**src/rtl/vga_timing_gen_if.sv**
```systemverilog
// vga_timing_gen_if: raster and animation bundle between the timing
// generator (master) and the sprite renderers / connector (slave).
interface vga_timing_gen_if #(
    parameter int AW = 3
);
    logic          anim_en;
    logic          anim_restart;
    logic [9:0]    DrawX;
    logic [9:0]    DrawY;
    logic          blank;
    logic          hs;
    logic          vs;
    logic          frame_tick;
    logic [AW-1:0] anim_frame;
    logic          anim_tick;
    logic          anim_last;

    modport master (
        input  anim_en, anim_restart,
        output DrawX, DrawY, blank, hs, vs, frame_tick,
        output anim_frame, anim_tick, anim_last
    );

    modport slave (
        output anim_en, anim_restart,
        input  DrawX, DrawY, blank, hs, vs, frame_tick,
        input  anim_frame, anim_tick, anim_last
    );
endinterface

```
**src/rtl/vga_timing_gen.sv**
```systemverilog
// vga_timing_gen: 640x480@60 raster timing plus animation frame index.
// Define VGA_PIPE_ALIGN_EN to delay hs/vs/blank by one register stage.
module vga_timing_gen #(
    parameter int H_VISIBLE   = 640,
    parameter int H_FP        = 16,
    parameter int H_SYNC      = 96,
    parameter int H_TOTAL     = 800,
    parameter int V_VISIBLE   = 480,
    parameter int V_FP        = 10,
    parameter int V_SYNC      = 2,
    parameter int V_TOTAL     = 525,
    parameter int FRAME_DIV   = 6,
    parameter int ANIM_FRAMES = 8,
    parameter bit ANIM_LOOP   = 1'b1
) (
    input logic              vga_clk,
    input logic              reset_n,
    vga_timing_gen_if.master vga
);
    localparam int AW = (ANIM_FRAMES > 1) ? $clog2(ANIM_FRAMES) : 1;
    localparam int CW = (FRAME_DIV > 1) ? $clog2(FRAME_DIV) : 1;

    localparam logic [9:0] H_LAST = 10'(H_TOTAL - 1);
    localparam logic [9:0] V_LAST = 10'(V_TOTAL - 1);
    localparam logic [9:0] H_VIS  = 10'(H_VISIBLE);
    localparam logic [9:0] V_VIS  = 10'(V_VISIBLE);
    localparam logic [9:0] HS_ON  = 10'(H_VISIBLE + H_FP);
    localparam logic [9:0] HS_OFF = 10'(H_VISIBLE + H_FP + H_SYNC);
    localparam logic [9:0] VS_ON  = 10'(V_VISIBLE + V_FP);
    localparam logic [9:0] VS_OFF = 10'(V_VISIBLE + V_FP + V_SYNC);

    localparam logic [AW-1:0] A_LAST = AW'(ANIM_FRAMES - 1);
    localparam logic [CW-1:0] C_LAST = CW'(FRAME_DIV - 1);

    logic [9:0]    hc;
    logic [9:0]    vc;
    logic [9:0]    hc_nxt;
    logic [9:0]    vc_nxt;
    logic          hs_d;
    logic          vs_d;
    logic          blank_d;
    logic          tick_d;
    logic          hs_q;
    logic          vs_q;
    logic          blank_q;
    logic          tick_q;
    logic [CW-1:0] frame_cnt;
    logic [AW-1:0] anim_frame;
    logic [AW-1:0] anim_nxt;
    logic          anim_tick;
    logic          anim_busy;
    logic          step;

    // Next raster position: pixel wrap advances the line, line wrap the frame.
    always_comb begin
        hc_nxt = hc + 10'd1;
        vc_nxt = vc;
        if (hc == H_LAST) begin
            hc_nxt = '0;
            vc_nxt = (vc == V_LAST) ? '0 : vc + 10'd1;
        end
    end

    // Decode from the next position so registered flags line up with DrawX/DrawY.
    always_comb begin
        hs_d    = !((hc_nxt >= HS_ON) && (hc_nxt < HS_OFF));
        vs_d    = !((vc_nxt >= VS_ON) && (vc_nxt < VS_OFF));
        blank_d = (hc_nxt < H_VIS) && (vc_nxt < V_VIS);
        tick_d  = (hc_nxt == '0) && (vc_nxt == V_VIS);
    end

    // Raster counters and glitch-free registered timing flags.
    always_ff @(posedge vga_clk) begin
        if (!reset_n) begin
            hc      <= '0;
            vc      <= '0;
            hs_q    <= 1'b1;
            vs_q    <= 1'b1;
            blank_q <= 1'b1;
            tick_q  <= 1'b0;
        end else begin
            hc      <= hc_nxt;
            vc      <= vc_nxt;
            hs_q    <= hs_d;
            vs_q    <= vs_d;
            blank_q <= blank_d;
            tick_q  <= tick_d;
        end
    end

    // A saturated non-looping sequence stops counting frames altogether.
    always_comb begin
        anim_busy = ANIM_LOOP || (anim_frame != A_LAST);
        step      = vga.anim_en && tick_q && anim_busy;
        anim_nxt  = (anim_frame == A_LAST) ? '0 : anim_frame + 1'b1;
    end

    // Animation divider and frame index; restart wins over a frame tick.
    always_ff @(posedge vga_clk) begin
        if (!reset_n || vga.anim_restart) begin
            frame_cnt  <= '0;
            anim_frame <= '0;
            anim_tick  <= 1'b0;
        end else begin
            anim_tick <= 1'b0;
            if (step) begin
                if (frame_cnt == C_LAST) begin
                    frame_cnt  <= '0;
                    anim_frame <= anim_nxt;
                    anim_tick  <= (anim_nxt != anim_frame);
                end else begin
                    frame_cnt <= frame_cnt + 1'b1;
                end
            end
        end
    end

`ifdef VGA_PIPE_ALIGN_EN
    logic hs_p;
    logic vs_p;
    logic blank_p;

    // Extra stage matching sprite blocks that register their palette output.
    always_ff @(posedge vga_clk) begin
        if (!reset_n) begin
            hs_p    <= 1'b1;
            vs_p    <= 1'b1;
            blank_p <= 1'b0;
        end else begin
            hs_p    <= hs_q;
            vs_p    <= vs_q;
            blank_p <= blank_q;
        end
    end

    assign vga.hs    = hs_p;
    assign vga.vs    = vs_p;
    assign vga.blank = blank_p;
`else
    assign vga.hs    = hs_q;
    assign vga.vs    = vs_q;
    assign vga.blank = blank_q;
`endif

    assign vga.DrawX      = hc;
    assign vga.DrawY      = vc;
    assign vga.frame_tick = tick_q;
    assign vga.anim_frame = anim_frame;
    assign vga.anim_tick  = anim_tick;
    assign vga.anim_last  = (anim_frame == A_LAST);
endmodule

```
**src/flat_wrapper.sv**
```systemverilog
// flat-port wrapper written by rule: the top's interface ports become plain ports
module vga_timing_gen_flat 
#(
    parameter int H_VISIBLE   = 640,
    parameter int H_FP        = 16,
    parameter int H_SYNC      = 96,
    parameter int H_TOTAL     = 800,
    parameter int V_VISIBLE   = 480,
    parameter int V_FP        = 10,
    parameter int V_SYNC      = 2,
    parameter int V_TOTAL     = 525,
    parameter int FRAME_DIV   = 6,
    parameter int ANIM_FRAMES = 8,
    parameter bit ANIM_LOOP   = 1'b1
)
  (vga_clk, reset_n, vga_anim_en, vga_anim_restart, vga_DrawX, vga_DrawY, vga_blank, vga_hs, vga_vs, vga_frame_tick, vga_anim_frame, vga_anim_tick, vga_anim_last);
  vga_timing_gen_if vga_i ();
  input logic vga_clk;
  input logic reset_n;
  input wire logic [$bits(vga_i.anim_en)-1:0] vga_anim_en;
  input wire logic [$bits(vga_i.anim_restart)-1:0] vga_anim_restart;
  output wire logic [$bits(vga_i.DrawX)-1:0] vga_DrawX;
  output wire logic [$bits(vga_i.DrawY)-1:0] vga_DrawY;
  output wire logic [$bits(vga_i.blank)-1:0] vga_blank;
  output wire logic [$bits(vga_i.hs)-1:0] vga_hs;
  output wire logic [$bits(vga_i.vs)-1:0] vga_vs;
  output wire logic [$bits(vga_i.frame_tick)-1:0] vga_frame_tick;
  output wire logic [$bits(vga_i.anim_frame)-1:0] vga_anim_frame;
  output wire logic [$bits(vga_i.anim_tick)-1:0] vga_anim_tick;
  output wire logic [$bits(vga_i.anim_last)-1:0] vga_anim_last;
  assign vga_i.anim_en = vga_anim_en;
  assign vga_i.anim_restart = vga_anim_restart;
  assign vga_DrawX = vga_i.DrawX;
  assign vga_DrawY = vga_i.DrawY;
  assign vga_blank = vga_i.blank;
  assign vga_hs = vga_i.hs;
  assign vga_vs = vga_i.vs;
  assign vga_frame_tick = vga_i.frame_tick;
  assign vga_anim_frame = vga_i.anim_frame;
  assign vga_anim_tick = vga_i.anim_tick;
  assign vga_anim_last = vga_i.anim_last;
  vga_timing_gen #(.H_VISIBLE(H_VISIBLE), .H_FP(H_FP), .H_SYNC(H_SYNC), .H_TOTAL(H_TOTAL), .V_VISIBLE(V_VISIBLE), .V_FP(V_FP), .V_SYNC(V_SYNC), .V_TOTAL(V_TOTAL), .FRAME_DIV(FRAME_DIV), .ANIM_FRAMES(ANIM_FRAMES), .ANIM_LOOP(ANIM_LOOP)) u_core (.vga_clk(vga_clk), .reset_n(reset_n), .vga(vga_i));
endmodule
```
**config.mk**
```make
export PLATFORM = sky130hd
export DESIGN_NAME = vga_timing_gen_flat
export DESIGN_NICKNAME = d
export VERILOG_FILES = /design/src/rtl/vga_timing_gen_if.sv /design/src/rtl/vga_timing_gen.sv /design/src/flat_wrapper.sv
export SDC_FILE = /design/constraint.sdc
export NUM_CORES = 1
export LEC_CHECK = 0
export BUFFER_PORTS_ARGS = -buffer_cell sky130_fd_sc_hd__clkbuf_2
export CAP_MARGIN = 20
export CORE_ASPECT_RATIO = 1.25
export CORE_UTILIZATION = 30
export CTS_CLUSTER_SIZE = 28
export DETAILED_ROUTE_END_ITERATION = 8
export SYNTH_ARGS = -nofsm -noshare
export SYNTH_HDL_FRONTEND = slang
export SYNTH_SLANG_ARGS = --single-unit
```
**constraint.sdc**
```tcl
create_clock -name vga_clk -period 2.9 [get_ports vga_clk]
set_input_delay 0.29 -clock vga_clk [delete_from_list [all_inputs] [get_ports vga_clk]]
set_output_delay 0.29 -clock vga_clk [all_outputs]
set_load 0.005 [all_outputs]
```
Yosys cells after proc, flatten, opt, wreduce, memory -nomap -nowiden
Cells that the tools add are included.

$add $sub $neg: 4. Magnitude comparators: 6. Eq/ne operators: 6. Muxes and demuxes: 5. Bitwise logic cells: 2. Reduce and logical (&&, ||, !) cells: 12.

Operator list (number): two-way mux 10 bit (3); adder 10 x 1 -> 10 bit (second input constant) (2); == test 10 bit (second input constant) (2); less-than comparator 10 bit (second input constant) (2); less-than comparator 10 x 9 -> 1 bit (second input constant) (2); == test 10 x 9 -> 1 bit (second input constant) (1); greater-or-equal comparator 10 bit (second input constant) (1); greater-or-equal comparator 10 x 9 -> 1 bit (second input constant) (1); logical NOT 10 bit (1); adder 3 x 1 -> 3 bit (second input constant) (2); == test 3 bit (second input constant) (2); two-way mux 3 bit (2); logical AND 1 bit (5); logical NOT 1 bit (3); inequality test 3 bit (1); OR reduction 3 bit (1); NOT 1 bit (2); AND reduction 2 bit (1); logical OR 1 bit (1).

Flip-flop bits (word level): 31. Word-level logic and storage cells: 44.

Logic depth before layout (Yosys ltp)
Word-level depth: 6. Depth in mapped cells: 8. Mapped depth without buffers: 8.

Worst setup path before layout
OpenSTA, ideal clock, no wires.

Path type: flip-flop to flip-flop. From: reg u_core.hc[0], in the netlist u_core.vga.DrawX[0]. To: reg u_core.vs_q, in the netlist u_core.vga.vs. Setup time: 0.127 ns. Data arrival time: 2.356 ns. Data required time: 2.773 ns. Path slack: 0.417 ns. Stages on the path, launching flop included: 9. Clock period less this slack: 2.483 ns. Path through: dfxtp_1 -> ha_1 -> nand4_1 -> or3_1 -> buf_6 -> nor4_4 -> o211ai_2 -> nor4_2 -> or3b_1.

Cells in the longest elaborated chain, start to end: 5. Elaborated cells on any way between the ends: 6.

RTL lines: from (decl) (RTL line vga_timing_gen.sv:35) `logic [9:0] hc;`; from (signal assigned) (RTL line vga_timing_gen.sv:82) `hc <= hc_nxt;`; == test 10 bit (*) (RTL line vga_timing_gen.sv:58) `if (hc == H_LAST) begin`; two-way mux 10 bit (*) (RTL line vga_timing_gen.sv:58); greater-or-equal comparator 10 x 9 -> 1 bit or less-than comparator 10 x 9 -> 1 bit (tied branches) (RTL line vga_timing_gen.sv:67) `vs_d = !((vc_nxt >= VS_ON) && (vc_nxt < VS_OFF));`; logical AND 1 bit (*) (RTL line vga_timing_gen.sv:67); logical NOT 1 bit (*) (RTL line vga_timing_gen.sv:67); to (signal assigned) (RTL line vga_timing_gen.sv:85) `vs_q <= vs_d;`; to (decl) (RTL line vga_timing_gen.sv:44) `logic vs_q;`.

Every way passes the cells marked *; elsewhere a longest branch is shown, timed or not. A chain may end at the register's enable or synchronous reset.

Worst setup path in the final report
Ends and elaborated chain as after synthesis.

==> summary.txt <==
outcome - completed
placed wire-length estimate - 3040 µm
CTS tree - done
sequential share of power - 48.3%
endpoint type of the worst setup path - register
die span in y - 85.1 µm
# DRC - 0
Fin Setup TNS - 0 ns
Fin. Hold Viols - 0
Final Critical Period - 2.62 ns
grt total ovfl - 0
Rel. slew slack - 62.8%
Initial Util - 31.9%
Netlist cell types - 48
Crit Path Class - register to register
Tcrit/Tclk final - 90.4%
Avg Synthesized Cell Area - 8.54 µm²
Vias/cell - 5.26
# hold bufs at CTS - 0
Worst EP arrival - 2.78 ns
CP max FO - 6
area leader, netlist - dfxtp_1
register area share after synthesis - 37.5%
Ys Warns - 0
antenna violations before repair - 0
post_cts resized - 0
LEAKAGE - 0.833 nW
Cell Area, Synth - 0.00166 mm²
Antenna Cells - 0
slew at the pin with the worst max-slew slack - 0.553 ns
global-route wire length before repair - 6580 µm
EDFF count, synth - 0
NetSw - 0.185 mW
clock latency on the worst-skew pair - 0.28 ns
Clock Path Buffers - 2
DR WL/cell - 13.6 µm
FF-to-FF path depth - 8
Inst Count DP - 287
Die X - 68.5 µm
setup violators final - 0
DRT antenna net count - 0
Syn Inst Count - 194
pin count of the biggest net entering global routing - 13
Vias - 1553
flop2flop setup slack - 0.28 ns
Slew Limit Fails - 0
Peak VDD IR - 0.229 mV
final cell count without fillers - 295
fillers - 539
Layout Skew - 0.00878 ns
Post-Route WL - 4010 µm
P&R area growth vs syn - 22.0%
worst r2r dst - u_core.vga.vs
CTS H-tree depth - 2
FF-to-FF Start - u_core.vga.DrawX[0]
Synth top area share - 37.5%
number of setup buffers added after CTS - 0
switch share - 20.6%
Area contributors post-synth - dfxtp_1 (37%), nor2_1 (5.0%), xnor2_1 (4.2%), ha_1 (3.8%), nand3_1 (3.6%)
Worst Hold Path EP - u_core.frame_cnt[0]
Initial DRC Count - 32
fraction of layout cells with a size suffix above 1 - 24.5%
commonest register cell after synthesis - dfxtp_1
clock sink count - 31
hold depth - 4
Initial DRT Pass Iterations - 4
#FFs+latches synth - 31
number of CTS-inserted buffers - 5
Nets - 241
I/O Pins - 33
internal power - 0.715 mW
Cell Pwr Density - 445 mW/mm²
Port-buffer cells - 32
die area - 0.00583 mm²
Clock power frac - 49.5%
RSZ-0062 raised after global routing - no
worst min path class - primary input to register
Core ar. - 0.00519 mm²
critical path required time - 3.06 ns
vias in the first global route - 1352
Syn Nets - 203
CP startpoint kind - register
hold wc startpoint - vga_anim_en
RePlAce Congestion - 0.804
num rows - 29
max-cap violations - 0
gr usage total - 15.4%
ys async rst share - 0%
Worst-path clk slew - 0.07 ns
Clk Tree Root Cell - clkbuf_8
Logic pwr share - 2.3%
Max Freq - 0.382 GHz
## flip-flops by register name, summed over array words and instances (netlist names)
signal	cells
u_core.vga.DrawX	10
u_core.vga.anim_tick	1
u_core.vga.blank	1
u_core.vga.vs	1
u_core.vga.anim_frame	3
u_core.vga.frame_tick	1
u_core.frame_cnt	3
u_core.vga.hs	1
u_core.vga.DrawY	10
## critical path, cell delays in order, from the launching register on
cell and delay, ns:
dfxtp_1 0.42, ha_1 0.27, nand4_1 0.13, or3_1 0.53, buf_4 0.22, nor2_1 0.26
nand4_1 0.12, and3_1 0.20, or3b_1 0.36
## how the worst max path moves through the flow
stage | from | end | slack [ns]
floorplan | u_core.vga.DrawX[0] | u_core.vga.vs | 0.42
global placement | u_core.vga.DrawY[3] | u_core.vga.frame_tick | 0.34
detailed placement | u_core.vga.DrawX[0] | u_core.vga.vs | 0.31
CTS | u_core.vga.DrawX[0] | u_core.vga.vs | 0.27
global route | u_core.vga.DrawX[1] | u_core.vga.vs | 0.08
finish | u_core.vga.DrawX[0] | u_core.vga.vs | 0.28
## power groups by stage
stage	Combinational, mW	Sequential [mW]	Clock, mW
CTS	0.0207	0.434	0.458
global placement	0.0215	0.443	0
floorplan	0.0110	0.443	0
detailed placement	0.0204	0.444	0
global route	0.0227	0.435	0.479
finish	0.0203	0.434	0.445
## cell type report
type	count	area [µm²]	share of cell area, %
clock inverters	2	35.0	1.73
multi-input cells	149	966	47.8
flip-flops and latches	31	621	30.7
well taps	62	77.6	3.84
inverters	5	18.8	0.929
repair buffers	40	220	10.9
clock buffers	6	82.6	4.09
## Yosys cell counts, types with 5 or more instances
cell type and instances:
nand4_1 5, nand3_1 12, dfxtp_1 31, nor3_1 9, nor2_1 22, nand2_1 12
ha_1 5, clkbuf_1 5, and3_1 6, xor2_1 6, and2_1 6, xnor2_1 8
o21ai_0 5, inv_1 5, a21oi_1 11
## per-stage QoR
stage	area (µm²)	setup slack, ns	hold WS (ns)	power [mW]	util [%]
floorplan	1660	0.417	0.455	0.454	-
global route	2020	0.0755	0.375	0.936	38.9
finish	2020	0.279	0.322	0.900	38.9
CTS	2020	0.271	0.321	0.913	38.9
global placement	1900	0.344	0.472	0.465	36.7
detailed placement	1900	0.313	0.480	0.464	36.7
## cell families after synthesis
logic type | share of synthesized area [%]
AND/OR/NAND/NOR | 32.9
AO/OA/AOI/OAI | 13.6
flip-flops | 37.5
XOR/XNOR | 7.40
buffers and inverters | 4.23
adder cells (fa/ha/maj) | 3.78
multiplexers | 0.604
## cells in the final DEF, fill, tap and decap left out, types with 2 or more instances in the layout
cell type / count
o211a_1: 2
nor4_1: 3
and3_1: 6
nor3_1: 9
inv_1: 5
nand2_1: 12
buf_4: 8
o21ai_0: 5
a21oi_1: 11
or4_1: 2
nand3_1: 12
nand3b_1: 3
xnor2_1: 8
xor2_1: 6
nor2_1: 22
a22oi_1: 2
or3_1: 2
nand4_1: 5
clkbuf_8: 6
a311oi_1: 2
dfxtp_1: 31
nand2b_1: 3
ha_1: 5
and2_1: 6
clkbuf_2: 32
## per-layer routing
layer	global-route usage, %	wire (µm)	vias up
li1	-	-	780
met2	23.5	1910	42
met1	19.3	1840	726
met5	0	0	-
met3	3.76	181	5
met4	8.33	85	0
Power figures use the tool's default switching activity.
